`config.mk`:
```
export PLATFORM = sky130hd
export DESIGN_NAME = control_sequencer
export DESIGN_NICKNAME = d
export VERILOG_FILES = /design/src/rtl/control_sequencer.sv
export SDC_FILE = /design/constraint.sdc
export NUM_CORES = 1
export LEC_CHECK = 0
export BUFFER_PORTS_ARGS = -buffer_cell sky130_fd_sc_hd__buf_4
export CAP_MARGIN = 20
export CORE_UTILIZATION = 43
export DETAILED_ROUTE_END_ITERATION = 8
export PLACE_DENSITY = 0.78
export RECOVER_POWER = 50
export SYNTH_ARGS = -nofsm -noshare
export SYNTH_HDL_FRONTEND = slang
export SYNTH_SLANG_ARGS = --single-unit
```
`constraint.sdc`:
```
create_clock -name clk -period 1.9 [get_ports clk]
set_input_delay 0 -clock clk [delete_from_list [all_inputs] [get_ports clk]]
set_output_delay 0 -clock clk [all_outputs]
set_load 0.05 [all_outputs]
```
`src/rtl/control_sequencer.sv`:
```
// control_sequencer: fetch/decode/execute control unit for the 8-bit
// accumulator micro-computer. Owns the T-state counter and the run/halt
// state, and decodes (state, sc, ir, flags) into per-cycle datapath strobes.
// Strobes are combinational and are forced low whenever rst_n is low, so an
// asynchronous reset aborts an instruction without leaving a strobe active.

module control_sequencer #(
  parameter bit AUTO_START = 1'b1,
  parameter int SC_W       = 3
) (
  input  logic            clk,
  input  logic            rst_n,
  input  logic            start,
  input  logic [7:0]      ir,
  input  logic            ac_zero,
  input  logic            dr_zero,
  input  logic            e_in,
  output logic [SC_W-1:0] sc,
  output logic            halted,
  output logic            ar_ld,
  output logic            ar_sel,
  output logic            ar_inc,
  output logic            pc_ld,
  output logic            pc_inc,
  output logic            ir_ld,
  output logic            dr_ld,
  output logic            dr_inc,
  output logic            mem_rd,
  output logic            mem_wr,
  output logic [1:0]      wr_sel,
  output logic            ac_ld,
  output logic            e_ld,
  output logic [3:0]      alu_op
);

  typedef enum logic [0:0] {
    ST_HALT = 1'b0,
    ST_RUN  = 1'b1
  } state_t;

  localparam state_t RESET_STATE = AUTO_START ? ST_RUN : ST_HALT;

  // T-state numbers
  localparam logic [SC_W-1:0] T0 = SC_W'(0);
  localparam logic [SC_W-1:0] T1 = SC_W'(1);
  localparam logic [SC_W-1:0] T2 = SC_W'(2);
  localparam logic [SC_W-1:0] T3 = SC_W'(3);
  localparam logic [SC_W-1:0] T4 = SC_W'(4);
  localparam logic [SC_W-1:0] T5 = SC_W'(5);

  // Memory-reference opcodes and the register-op group
  localparam logic [3:0] OP_AND = 4'h0;
  localparam logic [3:0] OP_ADD = 4'h1;
  localparam logic [3:0] OP_LDA = 4'h2;
  localparam logic [3:0] OP_STA = 4'h3;
  localparam logic [3:0] OP_BUN = 4'h4;
  localparam logic [3:0] OP_BSA = 4'h5;
  localparam logic [3:0] OP_ISZ = 4'h6;
  localparam logic [3:0] OP_REG = 4'h7;

  // Register-op codes in ir[3:0]
  localparam logic [3:0] RO_CLA = 4'h0;
  localparam logic [3:0] RO_CMA = 4'h1;
  localparam logic [3:0] RO_CME = 4'h2;
  localparam logic [3:0] RO_CIR = 4'h3;
  localparam logic [3:0] RO_CIL = 4'h4;
  localparam logic [3:0] RO_INC = 4'h5;
  localparam logic [3:0] RO_SZA = 4'h6;
  localparam logic [3:0] RO_SEZ = 4'h7;
  localparam logic [3:0] RO_HLT = 4'hF;

  // ALU operation codes
  localparam logic [3:0] ALU_AND  = 4'd0;
  localparam logic [3:0] ALU_ADD  = 4'd1;
  localparam logic [3:0] ALU_PASS = 4'd2;
  localparam logic [3:0] ALU_CLR  = 4'd3;
  localparam logic [3:0] ALU_CMA  = 4'd4;
  localparam logic [3:0] ALU_CIR  = 4'd5;
  localparam logic [3:0] ALU_CIL  = 4'd6;
  localparam logic [3:0] ALU_INC  = 4'd7;
  localparam logic [3:0] ALU_CME  = 4'd8;

  // Memory write data sources
  localparam logic [1:0] WS_AC = 2'd0;
  localparam logic [1:0] WS_PC = 2'd1;
  localparam logic [1:0] WS_DR = 2'd2;

  state_t          state_r;
  state_t          state_nxt_s;
  logic [SC_W-1:0] sc_r;
  logic [SC_W-1:0] sc_nxt_s;

  logic [3:0] op_s;
  logic [3:0] rop_s;
  logic       clr_s;
  logic       hlt_s;

  logic       ar_ld_s;
  logic       ar_sel_s;
  logic       ar_inc_s;
  logic       pc_ld_s;
  logic       pc_inc_s;
  logic       ir_ld_s;
  logic       dr_ld_s;
  logic       dr_inc_s;
  logic       mem_rd_s;
  logic       mem_wr_s;
  logic [1:0] wr_sel_s;
  logic       ac_ld_s;
  logic       e_ld_s;
  logic [3:0] alu_op_s;

  assign op_s  = ir[7:4];
  assign rop_s = ir[3:0];

  // Run/halt state and sequence counter registers
  always_ff @(posedge clk or negedge rst_n) begin
    if (!rst_n) begin
      state_r <= RESET_STATE;
      sc_r    <= T0;
    end else begin
      state_r <= state_nxt_s;
      sc_r    <= sc_nxt_s;
    end
  end

  // Strobe decode and next-state / next-T-state selection
  always_comb begin
    ar_ld_s     = 1'b0;
    ar_sel_s    = 1'b0;
    ar_inc_s    = 1'b0;
    pc_ld_s     = 1'b0;
    pc_inc_s    = 1'b0;
    ir_ld_s     = 1'b0;
    dr_ld_s     = 1'b0;
    dr_inc_s    = 1'b0;
    mem_rd_s    = 1'b0;
    mem_wr_s    = 1'b0;
    wr_sel_s    = WS_AC;
    ac_ld_s     = 1'b0;
    e_ld_s      = 1'b0;
    alu_op_s    = ALU_AND;
    clr_s       = 1'b0;
    hlt_s       = 1'b0;
    state_nxt_s = state_r;
    sc_nxt_s    = T0;

    if (state_r == ST_RUN) begin
      case (sc_r)
        T0: begin
          ar_ld_s = 1'b1;
        end
        T1: begin
          mem_rd_s = 1'b1;
          ir_ld_s  = 1'b1;
          pc_inc_s = 1'b1;
        end
        T2: begin
          if (op_s <= OP_ISZ) begin
            ar_ld_s  = 1'b1;
            ar_sel_s = 1'b1;
          end else if (op_s == OP_REG) begin
            clr_s = 1'b1;
            case (rop_s)
              RO_CLA: begin ac_ld_s = 1'b1; alu_op_s = ALU_CLR; end
              RO_CMA: begin ac_ld_s = 1'b1; alu_op_s = ALU_CMA; end
              RO_CME: begin e_ld_s  = 1'b1; alu_op_s = ALU_CME; end
              RO_CIR: begin ac_ld_s = 1'b1; e_ld_s = 1'b1; alu_op_s = ALU_CIR; end
              RO_CIL: begin ac_ld_s = 1'b1; e_ld_s = 1'b1; alu_op_s = ALU_CIL; end
              RO_INC: begin ac_ld_s = 1'b1; alu_op_s = ALU_INC; end
              RO_SZA: pc_inc_s = ac_zero;
              RO_SEZ: pc_inc_s = ~e_in;
              RO_HLT: hlt_s = 1'b1;
              default: clr_s = 1'b1;
            endcase
          end else begin
            // opcodes 8-F are NOPs
            clr_s = 1'b1;
          end
        end
        T3: begin
          case (op_s)
            OP_AND, OP_ADD, OP_LDA, OP_ISZ: begin
              mem_rd_s = 1'b1;
              dr_ld_s  = 1'b1;
            end
            OP_STA: begin
              mem_wr_s = 1'b1;
              wr_sel_s = WS_AC;
              clr_s    = 1'b1;
            end
            OP_BUN: begin
              pc_ld_s = 1'b1;
              clr_s   = 1'b1;
            end
            OP_BSA: begin
              // store return address, then step AR to the subroutine body
              mem_wr_s = 1'b1;
              wr_sel_s = WS_PC;
              ar_inc_s = 1'b1;
            end
            default: clr_s = 1'b1;
          endcase
        end
        T4: begin
          case (op_s)
            OP_AND: begin ac_ld_s = 1'b1; alu_op_s = ALU_AND; clr_s = 1'b1; end
            OP_ADD: begin ac_ld_s = 1'b1; e_ld_s = 1'b1; alu_op_s = ALU_ADD; clr_s = 1'b1; end
            OP_LDA: begin ac_ld_s = 1'b1; alu_op_s = ALU_PASS; clr_s = 1'b1; end
            OP_BSA: begin pc_ld_s = 1'b1; clr_s = 1'b1; end
            OP_ISZ: dr_inc_s = 1'b1;
            default: clr_s = 1'b1;
          endcase
        end
        T5: begin
          // only ISZ reaches T5; dr_zero already reflects the incremented DR
          clr_s = 1'b1;
          if (op_s == OP_ISZ) begin
            mem_wr_s = 1'b1;
            wr_sel_s = WS_DR;
            pc_inc_s = dr_zero;
          end else begin
            mem_wr_s = 1'b0;
          end
        end
        default: clr_s = 1'b1;
      endcase
    end else begin
      clr_s = 1'b0;
    end

    case (state_r)
      ST_HALT: begin
        sc_nxt_s = T0;
        if (start) begin
          state_nxt_s = ST_RUN;
        end else begin
          state_nxt_s = ST_HALT;
        end
      end
      ST_RUN: begin
        if (hlt_s) begin
          state_nxt_s = ST_HALT;
          sc_nxt_s    = T0;
        end else if (clr_s || (sc_r >= T5)) begin
          state_nxt_s = ST_RUN;
          sc_nxt_s    = T0;
        end else begin
          state_nxt_s = ST_RUN;
          sc_nxt_s    = sc_r + SC_W'(1);
        end
      end
      default: begin
        state_nxt_s = ST_HALT;
        sc_nxt_s    = T0;
      end
    endcase
  end

  assign sc     = sc_r;
  assign halted = (state_r == ST_HALT);

  // Strobes are masked by rst_n so a reset kills them within the same cycle
  assign ar_ld  = ar_ld_s  & rst_n;
  assign ar_sel = ar_sel_s & rst_n;
  assign ar_inc = ar_inc_s & rst_n;
  assign pc_ld  = pc_ld_s  & rst_n;
  assign pc_inc = pc_inc_s & rst_n;
  assign ir_ld  = ir_ld_s  & rst_n;
  assign dr_ld  = dr_ld_s  & rst_n;
  assign dr_inc = dr_inc_s & rst_n;
  assign mem_rd = mem_rd_s & rst_n;
  assign mem_wr = mem_wr_s & rst_n;
  assign wr_sel = wr_sel_s & {2{rst_n}};
  assign ac_ld  = ac_ld_s  & rst_n;
  assign e_ld   = e_ld_s   & rst_n;
  assign alu_op = alu_op_s & {4{rst_n}};

endmodule

```
==> impl_metrics.csv, run 1 <==
group,metric,value,unit
power,p_total,1.134,mW
logic_synthesis,synth_seq_cells,4,
worst_hold_path,worstHoldPathCells,3,
worst_setup_path,crit_path_max_fanout,2,
global_routing,grt_overflow,0,
finish,multi_input_area,724.4,um^2
floorplanning,start_util,48.26,%
worst_setup_path,worstPathArrival,2010,ps
detailed_routing,drc_errors,0,
worst_hold_path,min_path_type,"in2reg",
worst_setup_path,r2r_slack,70,ps
logic_synthesis,synthCells,93,
placement,port_buffers,35,
logic_synthesis,yosysSeqAreaShare,15.37,%
timing,setup_ws,-109.3,ps
worst_setup_path,end_kind,"primary output",
finish,nFillCells,50,
job,drv_cap,0,
global_routing,grt.total_usage,32.59,%
worst_setup_path,crit_slowest_cell,"or4_4",
detailed_routing,ant_nets,0,
global_routing,use_met2,53.52,%
timing,fin_skew,14.74,ps
worst_setup_path,r2r_end,"sc[2]",
floorplanning,ios,36,
global_routing,grtUsageMet1,37.99,%
worst_setup_path,worstReg2RegStart,"sc[0]",
floorplanning,placementRows,13,
logic_synthesis,yosysUniqueCellTypes,37,
global_routing,grt_pass1_wl,3.560,mm
worst_setup_path,path_buf_inv,2,
timing,finalMaxSlewViolations,0,
power,peakVddDrop,922.7,uV
floorplanning,die_area,0.001694,mm^2
worst_setup_path,critPathLaunch,"sc[0]",
finish,seqCellArea,105.1,um^2
worst_setup_path,cp_cell_sequence,"inv_2 > ha_4 > nand2b_4 > or4_4 > or3_4 > a21oi_4 > buf_6",
logic_synthesis,synth_nets,112,
timing,worst_hold_slack,18.39,ps
timing,min_period,2009,ps
global_routing,grt_pass1_vias,808,
global_routing,grt_max_degree,12,
detailed_routing,drt_iter0_drc,62,
clocking,cts_root_buf,"clkbuf_4",
timing,fin_crit_sh,105.8,%
detailed_routing,vias,1008,
clocking,clock_latency,240,ps
timing,maxSlewHeadroom,67.71,%
finish,antenna_cells,0,
finish,area.growth.synth_to_final,92.22,%
timing,fmax,497.7,MHz
power,powerDensity,894.9,mW/mm^2
global_routing,met3_usage,8.696,%
detailed_routing,drt-total-wl,3.077,mm
worst_setup_path,r2r_cells,6,
clocking,htreeDepth,1,
clocking,cts_buffers,3,
timing,setup_viol,6,
clocking,cts_tree,"done",
timing,hold_viol_final,0,
global_routing,top_usage_layer,"met2",
global_routing,antenna_found_initial,0,
worst_setup_path,required,1900,ps
worst_setup_path,crit_family,"simple AND/OR/NAND/NOR gates",
worst_hold_path,min_to,"state_r",
clocking,cts.clk_slew.worst_paths,30,ps
logic_synthesis,syn_area,659.4,um^2
floorplanning,core,0.001366,mm^2
worst_hold_path,min-delay-start,"start",
floorplanning,die_height,41.16,um
logic_synthesis,syn_area_per_cell,7.090,um^2
timing,tightest_slew,479.9,ps
clocking,clk_path_buf_depth,2,
clocking,cts.sinks,4,
placement,gp_congestion,0.8233,
worst_setup_path,critPathKind,"reg2out",
status,violations,"setup timing",
detailed_routing,vias_per_cell,6.545,
placement,hpwl,1.652,mm
finish,final_util,92.77,%
finish,finalNetCount,159,
worst_setup_path,critPathLaunchType,"flop",
worst_setup_path,cpPeakStageDelay,420,ps
floorplanning,fp.dieW,41.16,um
timing,rsz0062_at_grt,"true",
power,p_leak,0.5094,nW
status,status,"finished with violations",
detailed_routing,routedWlPerCell,19.98,um
finish,drive_gt1_share,60.43,%
logic_synthesis,ys_warn_count,0,
detailed_routing,first_pass_iters,4,
## worst reg2reg max path: cells and delay by family (launching register included)
| family | cells | cell delay, ps |
|---|---|---|
| adders and majority gates | 1 | 210 |
| and+or+nand+nor | 1 | 210 |
| DFF | 1 | 350 |
| AOI/OAI and AO/OA | 2 | 770 |
| buffers and inverters | 2 | 190 |
## kinds of logic (layout without fill, tap and decap cells)
family	after synthesis	count (layout)	synth area share [%]
adders and majority gates	5	5	9.488
buffers and inverters	11	57	7.589
muxes	2	2	3.036
DFF	4	4	15.37
xor gates and xnor gates	1	1	1.329
AOI/OAI and AO/OA	22	22	20.68
and+or+nand+nor	48	48	42.51
## repair_timing
item                                    in CTS  in global routing
resized for setup                            8                 14
hold endpoints to repair                     4                  0
buffers inserted                             1                  1
endpoints found under the setup margin       6                 12
hold buffers                                 1                  0
pin swaps                                    1                  2
## flip-flops by register name, indices dropped and copies added (netlist names)
name	cells
state_r	1
sc	3
## synthesized netlist by cell type
cell type  instances  area share [%]
buf_2              1            0.76
a221o_1            1             1.5
or4_1              1             1.1
or4_4              1             1.7
a2111o_1           1             1.7
buf_4              2             2.3
o211ai_1           1             1.1
or2_2              1            0.95
and2_0             1            0.95
nor2b_1            1            0.95
inv_1              8             4.6
mux2i_1            2             3.0
or2b_1             1             1.1
dfstp_2            1             4.0
nand3b_1           3             3.4
or3_1              2             1.9
dfrtp_1            3              11
a2111oi_0          1             1.3
and2_1             1            0.95
nand4bb_2          1             2.5
and3_1             1            0.95
o21ai_0            7             5.3
nand2b_1           3             2.8
a21o_1             1             1.1
nor2_1             4             2.3
nor4_1             3             2.8
nand2b_2           1             1.3
xnor2_1            1             1.3
a311o_2            1             1.7
nor3_1             6             4.6
nand3_1            2             1.5
nor3b_1            1             1.1
nand4_1            2             1.9
nand2_1           11             6.3
ha_1               5             9.5
a21oi_1            9             6.8
nor4b_1            1             1.3
## where the power goes
group	switching, mW	total (mW)	internal, mW
clock network	0.0363	0.115	0.0789
logic	0.554	0.882	0.328
registers	0.0247	0.137	0.113
## stage by stage
stage	TNS [ps]	instance area, um^2	setup WS, ps	std cells
floorplan	-523.8	814.5	-159.2	93
global placement	0	1125	101.2	147
detailed placement	0	1125	76.35	147
CTS	-139.1	1202	-99.58	153
global route	-751.1	1267	-145.4	154
finish	-247.0	1267	-109.3	154
## routing by layer
layer  vias up  part of all wire [%]
li1        432                     -
met1       455                    37
met2        91                    47
met3        30                   8.1
met4         0                   7.6
met5         -                     0
## worst max path at each step
stage | endpoint | depth (start not counted)
global route | alu_op[1] | 7
global placement | alu_op[1] | 7
floorplan | alu_op[1] | 6
CTS | alu_op[1] | 7
detailed placement | alu_op[1] | 7
finish | alu_op[1] | 7
## cell usage in the layout, fill, tap and decap left out, types with 3 or more instances in the layout
cell,instances
o21ai_0,6
a21oi_4,4
clkbuf_4,3
buf_6,7
a21oi_1,3
buf_4,36
dfrtp_2,3
inv_1,6
nor3_2,3
nand3b_1,3
nand2_1,9
ha_4,4
## final cells by class
cell class | count | area share, %
inverters | 8 | 2.369
repair buffers | 45 | 28.63
clock buffers | 4 | 2.073
flip-flops and latches | 4 | 8.292
well taps | 15 | 1.481
multi-input cells | 78 | 57.16
No activity file was read; power rests on OpenSTA's default activity.
==> run 2, diff against run 1 <==
Settings changed: GPL_TIMING_DRIVEN set to 0.
==> run 2 against run 1 <==
The flow still finishes with violations (setup timing); total power down 9.5%; sequential power up 5%; sequential share of layout area up 0.25 points; clock skew down 6.1 ps; setup slack worse by 44 ps; critical path depth unchanged; wire length down 28%; utilization down 2.7 points; largest power group unchanged.
==> impl_metrics.csv, run 2 (synthesized netlist as in run 1, its figures left out) <==
group,metric,value,unit
worst_setup_path,worstPathArrival,2050,ps
finish,multi_input_area,711.9,um^2
detailed_routing,routedWlPerCell,14.70,um
floorplanning,start_util,48.26,%
detailed_routing,drc_errors,0,
worst_setup_path,critPathLaunch,"sc[0]",
placement,placed_cell_area,0.001089,mm^2
worst_setup_path,r2r_cells,5,
worst_setup_path,critPathLaunchType,"flop",
timing,fmax,487.0,MHz
status,violations,"setup timing",
detailed_routing,drt-total-wl,2.205,mm
detailed_routing,first_pass_iters,4,
placement,gp_congestion,0.8187,
global_routing,grt_pass1_vias,658,
finish,antenna_cells,0,
finish,area.growth.synth_to_final,86.53,%
floorplanning,placementRows,13,
detailed_routing,ant_nets,0,
floorplanning,core,0.001366,mm^2
clocking,cts_buffers,3,
floorplanning,fp.dieW,41.16,um
detailed_routing,vias,874,
power,p_leak,0.4921,nW
worst_setup_path,required,1900,ps
timing,fin_skew,8.639,ps
worst_setup_path,r2r_end,"sc[1]",
power,powerDensity,834.6,mW/mm^2
placement,hpwl,1.517,mm
floorplanning,die_height,41.16,um
placement,dp_slack,-68.53,ps
finish,seqCellArea,105.1,um^2
worst_hold_path,min_path_type,"in2reg",
floorplanning,die_area,0.001694,mm^2
timing,maxSlewHeadroom,70.71,%
clocking,cts.sinks,4,
finish,final_cell_mix,"29 x buf_4, 9 x nand2_1, 9 x buf_6, 7 x inv_1, 5 x o21ai_0",
worst_setup_path,critPathKind,"reg2out",
placement,port_buffers,34,
clocking,cts.clk_slew.worst_paths,40,ps
timing,worst_hold_slack,11.68,ps
finish,largest_reg_flops,3,
job,drv_cap,0,
global_routing,grt_max_degree,11,
finish,drive_gt1_share,57.04,%
finish,finalNetCount,155,
timing,finalMaxSlewViolations,0,
worst_setup_path,crit_path_max_fanout,6,
finish,final_common_cell,"buf_4",
worst_setup_path,r2r_slack,60,ps
global_routing,grt.total_usage,24.08,%
finish,finish.instance_area,0.001230,mm^2
detailed_routing,vias_per_cell,5.827,
floorplanning,ios,36,
timing,fin_crit_sh,108.1,%
timing,rsz0062_at_grt,"true",
global_routing,grt_pass1_wl,2.746,mm
worst_setup_path,worstReg2RegStart,"sc[1]",
clocking,cts_tree,"done",
timing,setup_viol,4,
clocking,htreeDepth,1,
clocking,cts_root_buf,"clkbuf_4",
global_routing,grt_overflow,0,
status,status,"finished with violations",
power,peakVddDrop,978.9,uV
timing,setup_ws,-153.5,ps
timing,min_period,2054,ps
global_routing,antenna_found_initial,0,
detailed_routing,drt_iter0_drc,23,
worst_setup_path,crit_end,"alu_op[1]",
clocking,clk_path_buf_depth,2,
power,p_total,1.026,mW
finish,final_util,90.02,%
clocking,clock_latency,230,ps
finish,nFillCells,57,
timing,hold_viol_final,0,
worst_setup_path,end_kind,"primary output",
timing,tightest_slew,434.8,ps
## run 2: worst min path at each step
stage,from,endpoint,slack [ps],depth (start not counted)
5_1_grt,start,state_r,30,3
2_1_floorplan,rst_n,sc[0],-300,0
6_report,start,state_r,10,3
3_5_place_dp,rst_n,sc[0],-200,1
3_3_place_gp,rst_n,sc[2],-200,1
4_1_cts,start,state_r,20,3
## run 2: what timing repair did
item,4_1_cts,5_1_grt
endpoints found under the hold margin,4,0
setup buffers,1,2
endpoints found under the setup margin,7,11
hold buffers,1,0
pin swaps,1,3
resized for setup,7,14
## run 2: area by class of cell
class	count	area share [%]
multi-input cells	78	57.88
repair buffers	38	25.53
flip-flops and latches	4	8.545
inverters	8	2.442
clock buffers	4	2.136
plain buffers	3	1.933
well taps	15	1.526
## run 2: per-layer routing
metal | wire (um) | vias up | global-route usage [%] | part of all wire [%]
li1 | - | 427 | - | -
met1 | 941 | 407 | 31.72 | 43
met2 | 1138 | 38 | 41.02 | 52
met3 | 116 | 2 | 1.630 | 5.3
met4 | 10 | 0 | 8.065 | 0.45
met5 | 0 | - | 0 | 0
## run 2: stage by stage
stage / TNS, ps / cells
final: -298.0 / 150
after global routing: -898.7 / 150
after CTS: -596.2 / 148
after detailed placement: -73.38 / 142
after global placement: -61.48 / 142
after floorplan: -523.8 / 93
## run 2: report_power, final
group / internal (mW) / switching (mW)
clock: 0.0788 / 0.0348
combinational: 0.283 / 0.485
sequential: 0.113 / 0.0318
total: 0.475 / 0.552
## run 2: worst max-delay path, stage by stage (launching register included)
cell	delay [ps]
dfrtp_2	400
inv_2	90
ha_4	150
nand2b_4	80
or4_4	420
or3_4	390
a21oi_4	130
buf_6	170
